[config.mk]
export PLATFORM = sky130hd
export DESIGN_NAME = sequence_mem_flat
export DESIGN_NICKNAME = d
export VERILOG_FILES = /design/src/rtl/sequence_mem_if.sv /design/src/rtl/sequence_mem.sv /design/src/flat_wrapper.sv
export SDC_FILE = /design/constraint.sdc
export NUM_CORES = 1
export LEC_CHECK = 0
export ABC_AREA = 1
export BUFFER_PORTS_ARGS = -buffer_cell sky130_fd_sc_hd__buf_2
export CAP_MARGIN = 40
export CORE_MARGIN = 2
export CORE_UTILIZATION = 40
export DETAILED_ROUTE_END_ITERATION = 7
export SLEW_MARGIN = 20
export SYNTH_ARGS = -nofsm -noshare
export SYNTH_HDL_FRONTEND = slang
export SYNTH_SLANG_ARGS = --single-unit
[constraint.sdc]
create_clock -name clk -period 2.4 [get_ports clk]
set_input_delay 0.6 -clock clk [delete_from_list [all_inputs] [get_ports clk]]
set_output_delay 0.6 -clock clk [all_outputs]
set_load 0.03 [all_outputs]
[src/rtl/sequence_mem_if.sv]
// sequence_mem_if -- bundle of the producer, replay and check signals of
// sequence_mem.
//   master : drives ready/value/clear, play_start/play_ack,
//            chk_start/chk_valid/chk_value; observes everything else.
//   slave  : the sequence memory itself.
// DEPTH must match the DEPTH of the sequence_mem instance it connects to.
interface sequence_mem_if #(
  parameter int DEPTH = 32
);
  localparam int AW = $clog2(DEPTH);

  // producer side
  logic          ready;
  logic [1:0]    value;
  logic          clear;
  // replay side
  logic          play_start;
  logic          play_ack;
  logic          play_valid;
  logic [1:0]    play_value;
  logic [AW-1:0] play_index;
  // check side
  logic          chk_start;
  logic          chk_valid;
  logic [1:0]    chk_value;
  // status and single-cycle pulses
  logic [AW:0]   length;
  logic          full;
  logic          busy;
  logic          play_done;
  logic          match;
  logic          mismatch;
  logic          round_done;
  logic          drop;

  modport master (
    output ready, value, clear, play_start, play_ack,
           chk_start, chk_valid, chk_value,
    input  play_valid, play_value, play_index, length, full, busy,
           play_done, match, mismatch, round_done, drop
  );

  modport slave (
    input  ready, value, clear, play_start, play_ack,
           chk_start, chk_valid, chk_value,
    output play_valid, play_value, play_index, length, full, busy,
           play_done, match, mismatch, round_done, drop
  );
endinterface

[src/rtl/sequence_mem.sv]
// sequence_mem -- colour-sequence store for a memory game.
// Colours are appended while idle, can be replayed one entry per play_ack,
// or compared one entry per player press (chk_valid).
// Ports:
//   clk  : system clock, rising edge
//   rst  : asynchronous active-high reset
//   bus  : sequence_mem_if.slave (producer, replay, check, status, pulses)
// Memory contents survive clear and reset is not applied to them; only the
// length and pointers are cleared.
module sequence_mem #(
  parameter int DEPTH = 32
) (
  input logic           clk,
  input logic           rst,
  sequence_mem_if.slave bus
);
  localparam int AW = $clog2(DEPTH);
  localparam int LW = AW + 1;

  typedef enum logic [1:0] {IDLE, PLAY, CHECK} state_t;

  state_t        state;
  logic [1:0]    mem [DEPTH];
  logic [LW-1:0] length;
  logic [AW-1:0] play_index;
  logic [AW-1:0] pointer;
  logic          play_done;
  logic          match;
  logic          mismatch;
  logic          round_done;
  logic          drop;

  logic          full;
  logic          busy;
  logic          append;
  logic          play_last;
  logic          chk_last;
  logic          chk_hit;

  assign full   = (length == LW'(DEPTH));
  assign busy   = (state != IDLE);
  assign append = (state == IDLE) && bus.ready && !full && !bus.clear;

  // "index is length-1" written as index+1 == length so it cannot underflow
  assign play_last = ({1'b0, play_index} + LW'(1)) == length;
  assign chk_last  = ({1'b0, pointer} + LW'(1)) == length;
  assign chk_hit   = (bus.chk_value == mem[pointer]);

  // Storage: write while idle, asynchronous read so play_value follows
  // play_index in the same cycle.
  always_ff @(posedge clk) begin
    if (append) begin
      mem[length[AW-1:0]] <= bus.value;
    end
  end

  always_ff @(posedge clk or posedge rst) begin
    if (rst) begin
      state      <= IDLE;
      length     <= '0;
      play_index <= '0;
      pointer    <= '0;
      play_done  <= 1'b0;
      match      <= 1'b0;
      mismatch   <= 1'b0;
      round_done <= 1'b0;
      drop       <= 1'b0;
    end else begin
      play_done  <= 1'b0;
      match      <= 1'b0;
      mismatch   <= 1'b0;
      round_done <= 1'b0;
      // a producer strobe that cannot be stored is reported, unless clear
      // discards it anyway
      drop       <= bus.ready && (full || busy) && !bus.clear;

      if (bus.clear) begin
        state      <= IDLE;
        length     <= '0;
        play_index <= '0;
        pointer    <= '0;
      end else begin
        case (state)
          IDLE: begin
            if (append) begin
              length <= length + LW'(1);
            end
            // start qualification uses the length before any same-cycle append
            if (bus.play_start && (length != '0)) begin
              state      <= PLAY;
              play_index <= '0;
            end else if (bus.chk_start && (length != '0)) begin
              state   <= CHECK;
              pointer <= '0;
            end
          end
          PLAY: begin
            if (bus.play_ack) begin
              if (play_last) begin
                state      <= IDLE;
                play_index <= '0;
                play_done  <= 1'b1;
              end else begin
                play_index <= play_index + AW'(1);
              end
            end
          end
          CHECK: begin
            if (bus.chk_valid) begin
              if (chk_hit) begin
                match <= 1'b1;
                if (chk_last) begin
                  round_done <= 1'b1;
                  state      <= IDLE;
                  pointer    <= '0;
                end else begin
                  pointer <= pointer + AW'(1);
                end
              end else begin
                mismatch <= 1'b1;
                state    <= IDLE;
                pointer  <= '0;
              end
            end
          end
          default: state <= IDLE;
        endcase
      end
    end
  end

  assign bus.play_valid = (state == PLAY);
  assign bus.play_value = mem[play_index];
  assign bus.play_index = play_index;
  assign bus.length     = length;
  assign bus.full       = full;
  assign bus.busy       = busy;
  assign bus.play_done  = play_done;
  assign bus.match      = match;
  assign bus.mismatch   = mismatch;
  assign bus.round_done = round_done;
  assign bus.drop       = drop;
endmodule

[src/flat_wrapper.sv]
// flat-port wrapper written by rule: the top's interface ports become plain ports
module sequence_mem_flat 
#(
  parameter int DEPTH = 32
)
  (clk, rst, bus_ready, bus_value, bus_clear, bus_play_start, bus_play_ack, bus_chk_start, bus_chk_valid, bus_chk_value, bus_play_valid, bus_play_value, bus_play_index, bus_length, bus_full, bus_busy, bus_play_done, bus_match, bus_mismatch, bus_round_done, bus_drop);
  sequence_mem_if #(.DEPTH(DEPTH)) bus_i ();
  input logic clk;
  input logic rst;
  input wire logic [$bits(bus_i.ready)-1:0] bus_ready;
  input wire logic [$bits(bus_i.value)-1:0] bus_value;
  input wire logic [$bits(bus_i.clear)-1:0] bus_clear;
  input wire logic [$bits(bus_i.play_start)-1:0] bus_play_start;
  input wire logic [$bits(bus_i.play_ack)-1:0] bus_play_ack;
  input wire logic [$bits(bus_i.chk_start)-1:0] bus_chk_start;
  input wire logic [$bits(bus_i.chk_valid)-1:0] bus_chk_valid;
  input wire logic [$bits(bus_i.chk_value)-1:0] bus_chk_value;
  output wire logic [$bits(bus_i.play_valid)-1:0] bus_play_valid;
  output wire logic [$bits(bus_i.play_value)-1:0] bus_play_value;
  output wire logic [$bits(bus_i.play_index)-1:0] bus_play_index;
  output wire logic [$bits(bus_i.length)-1:0] bus_length;
  output wire logic [$bits(bus_i.full)-1:0] bus_full;
  output wire logic [$bits(bus_i.busy)-1:0] bus_busy;
  output wire logic [$bits(bus_i.play_done)-1:0] bus_play_done;
  output wire logic [$bits(bus_i.match)-1:0] bus_match;
  output wire logic [$bits(bus_i.mismatch)-1:0] bus_mismatch;
  output wire logic [$bits(bus_i.round_done)-1:0] bus_round_done;
  output wire logic [$bits(bus_i.drop)-1:0] bus_drop;
  assign bus_i.ready = bus_ready;
  assign bus_i.value = bus_value;
  assign bus_i.clear = bus_clear;
  assign bus_i.play_start = bus_play_start;
  assign bus_i.play_ack = bus_play_ack;
  assign bus_i.chk_start = bus_chk_start;
  assign bus_i.chk_valid = bus_chk_valid;
  assign bus_i.chk_value = bus_chk_value;
  assign bus_play_valid = bus_i.play_valid;
  assign bus_play_value = bus_i.play_value;
  assign bus_play_index = bus_i.play_index;
  assign bus_length = bus_i.length;
  assign bus_full = bus_i.full;
  assign bus_busy = bus_i.busy;
  assign bus_play_done = bus_i.play_done;
  assign bus_match = bus_i.match;
  assign bus_mismatch = bus_i.mismatch;
  assign bus_round_done = bus_i.round_done;
  assign bus_drop = bus_i.drop;
  sequence_mem #(.DEPTH(DEPTH)) u_core (.clk(clk), .rst(rst), .bus(bus_i));
endmodule
==> flow_summary.json <==
{
  "clock_latency_ns": 0.34,
  "multi_input_area_um2": 2100,
  "violations": "negative setup slack",
  "final_hold_viol_count": 0,
  "rows": 40,
  "wire_per_inst_um": 16.9,
  "hold_class": "in -> async",
  "slew_viol_final": 0,
  "critical_path_arrival_ns": 1.92,
  "nNetsFinal": 679,
  "synth-main-ff-cell": "edfxtp_1",
  "max_clock_freq_ghz": 0.396,
  "pin_count": 33,
  "ys_warn_count": 0,
  "cts_buffer_depth": 2,
  "peakVddDrop_v": 0.000277,
  "routabilityCongestion": 0.942,
  "crit_fanout": 18,
  "final.fill_count": 1174,
  "worstPathRequired_ns": 1.80,
  "dp_cells": 816,
  "synth_top_family_by_area": "simple AND/OR/NAND/NOR gates",
  "period_share_pct": 105,
  "slew_headroom_pct": 62.9,
  "core_region_area_um2": 12100,
  "drt-initial-drc-count": 473,
  "io_buffers": 32,
  "synth_compound_area_share_pct": 10.3,
  "rrSetupSlack_ns": 0.07,
  "r2r_start": "u_core.bus.play_index[0]",
  "finalClockSkew_ns": 0.00640,
  "pwr_density_cell_nw_per_um2": 681,
  "vias": 4406,
  "setup_viol": 2,
  "startpoint": "u_core.bus.play_index[0]",
  "drv_cap": 0,
  "synth_edf_count": 64,
  "grt_max_degree": 33,
  "syn_avg_cell_area_um2": 8.23,
  "gr-total-overflow": 0,
  "synthesis.area_um2": 4990,
  "grt_pass1_wl_mm": 22.3,
  "design_area_um2": 5860,
  "tightest_slew_ns": 0.557,
  "outcome": "finished with violations",
  "synthToLayoutAreaGrowth_pct": 17.6,
  "ys_async_sr_fraction_pct": 26.4,
  "finalCriticalPeriod_ns": 2.52,
  "die_h_um": 116,
  "layout-drive-gt1-share_pct": 16.7,
  "p_leak_nw": 2.50,
  "antenna_found_initial": 0,
  "start_util_pct": 41.2,
  "htreeDepth": 3,
  "synthAdderAreaFrac_pct": 1.51,
  "dp_hpwl_mm": 10.2,
  "avgViaCountPerCell": 5.28,
  "clock-root-buffer": "clkbuf_16",
  "ys_ff_latch": 87,
  "syn_nets": 624,
  "yosys.area_share.simple_pct": 26.9,
  "seq_area_um2": 2500,
  "instances_no_fill": 834,
  "postRouteAntennaNets": 0,
  "cts_buffers": 9,
  "path_class": "reg -> out",
  "drc": 0,
  "startpoint_type": "register",
  "numClockSinks": 87,
  "fin_ws_ns": -0.125,
  "grt_pass1_vias": 4167,
  "dpl_cell_area_um2": 5460,
  "yosysUniqueCellTypes": 41,
  "die_w_um": 116,
  "synthCells": 606,
  "place_ws_ns": 0.135,
  "yosysSeqAreaShare_pct": 50.1,
  "drt_pass1_iterations": 6,
  "rsz0062_at_grt": "true",
  "synth_xor_area_share_pct": 1.58,
  "antenna_cells": 0,
  "die-area_um2": 13400,
  "worst_setup_hold_path_clk_slew_ns": 0.06,
  "grt_usage_pct": 22.2,
  "cts_tree": "done",
  "wirelength_mm": 14.1,
  "end_kind": "output port",
  "muxShareOfSynthArea_pct": 0.803
}
==> cells in the mapped netlist, types with 2 or more instances <==
cell type,n,area (µm²)
nand3_1,58,290
clkinv_1,2,7.51
nor2_1,72,270
o21ai_1,9,45.0
xor2_1,8,70.1
o31ai_1,3,22.5
mux2i_1,4,40.0
o2111ai_1,2,17.5
nor2_2,4,25.0
nor3_1,5,25.0
nand4_1,5,31.3
buf_6,6,67.6
a21oi_1,25,125
dfrtp_1,23,576
buf_2,8,40.0
ha_1,6,75.1
nand2_2,3,18.8
edfxtp_1,64,1920
inv_4,2,12.5
nand2_1,153,574
o22ai_1,7,43.8
buf_1,3,11.3
buf_4,4,30.0
inv_1,68,255
o221ai_1,4,35.0
o21ai_0,40,200
inv_2,4,15.0
==> flip-flops by register name (all words and copies together), names as in the netlist <==
register,flops
u_core.bus.play_done,1
u_core.state,2
u_core.mem,64
u_core.bus.mismatch,1
u_core.bus.drop,1
u_core.bus.length,6
u_core.bus.match,1
u_core.pointer,5
u_core.bus.play_index,5
u_core.bus.round_done,1
==> repair_timing <==
action / 4_1_cts / 5_1_grt
cloned: 1 / 0
setup buffers: 1 / 0
endpoints found under the setup margin: 2 / 8
resized for setup: 14 / 8
hold buffers: 0 / 0
endpoints found under the hold margin: 0 / 0
pin swaps: 1 / 2
==> final timing paths <==
check / to / cells past startpoint
setup / recovery: bus_play_value[1] / 7
hold / removal: u_core.bus.match / 3
setup reg to reg: u_core.bus.play_index[0] / 12
hold reg to reg: u_core.state[1] / 2
max in group asynchronous: u_core.bus.play_index[0] / 3
min in group clk: u_core.bus.drop / 3
==> final cells by class <==
type | count | area share (%)
tap | 168 | 3.58
clock inverter | 6 | 1.05
clock buffer | 10 | 3.90
multi-input combinational | 421 | 35.7
inverter | 76 | 4.99
sequential | 87 | 42.6
timing repair buffer | 66 | 8.13
==> placed cells by master (no fill, tap or decap), drive strengths merged <==
| master | synthesis | routed |
|---|---|---|
| dfrtp | 23 | 23 |
| clkbuf | 1 | 10 |
| buf | 21 | 66 |
| o21ai | 49 | 49 |
| ha | 6 | 6 |
| nand3 | 59 | 59 |
| nand2 | 156 | 156 |
| or2 | 3 | 3 |
| o221ai | 4 | 4 |
| edfxtp | 64 | 64 |
| o31ai | 3 | 3 |
| nor2 | 77 | 77 |
| mux2i | 4 | 4 |
| o22ai | 7 | 7 |
| nand4 | 6 | 6 |
| clkinvlp | 0 | 4 |
| clkinv | 2 | 3 |
| a21oi | 25 | 25 |
| nor3 | 7 | 7 |
| bufinv | 0 | 1 |
| xnor2 | 1 | 1 |
| inv | 74 | 74 |
| xor2 | 8 | 8 |
| o21a | 1 | 1 |
| nor4 | 1 | 1 |
| o2111ai | 2 | 2 |
| a2111oi | 1 | 1 |
| nor3b | 1 | 1 |
==> logic make-up (layout without fill, tap and decap cells) <==
logic type	after synthesis	after routing
simple gates	310	310
buf+inv	98	158
compound gates	92	92
flops	87	87
xor+xnor	9	9
fa+ha+maj	6	6
mux	4	4
==> critical path, stage by stage, from the launching register on <==
cell      delay [ns]
dfrtp_2         0.47
buf_12          0.15
buf_16          0.14
a21oi_1         0.23
o221ai_1        0.14
a21oi_1         0.17
o31ai_2         0.08
buf_4           0.18
==> layer usage <==
layer,share of wire [%],track usage [%],up-vias
met3,7.0,3.71,41
met2,46,34.7,170
met5,0,0,-
met1,44,30.7,2076
li1,-,-,2119
met4,3.0,9.29,0
==> where the power goes <==
part	internal, mW	leakage [nW]	switching (mW)
sequential	1.66	0.892	0.0307
combinational	0.313	1.48	0.620
clock	0.800	0.128	0.575
total	2.77	2.50	1.23
==> through the flow <==
stage	util, %	hold slack (ns)	TNS [ns]	power, mW
floorplan	-	0.484	-0.0670	2.32
global placement	45.1	0.519	0	2.56
detailed placement	45.1	0.535	0	2.58
CTS	48.2	0.298	-0.206	3.99
global route	48.4	0.330	-0.676	4.17
finish	48.4	0.293	-0.221	3.99
(Power assumes the default switching activity.)
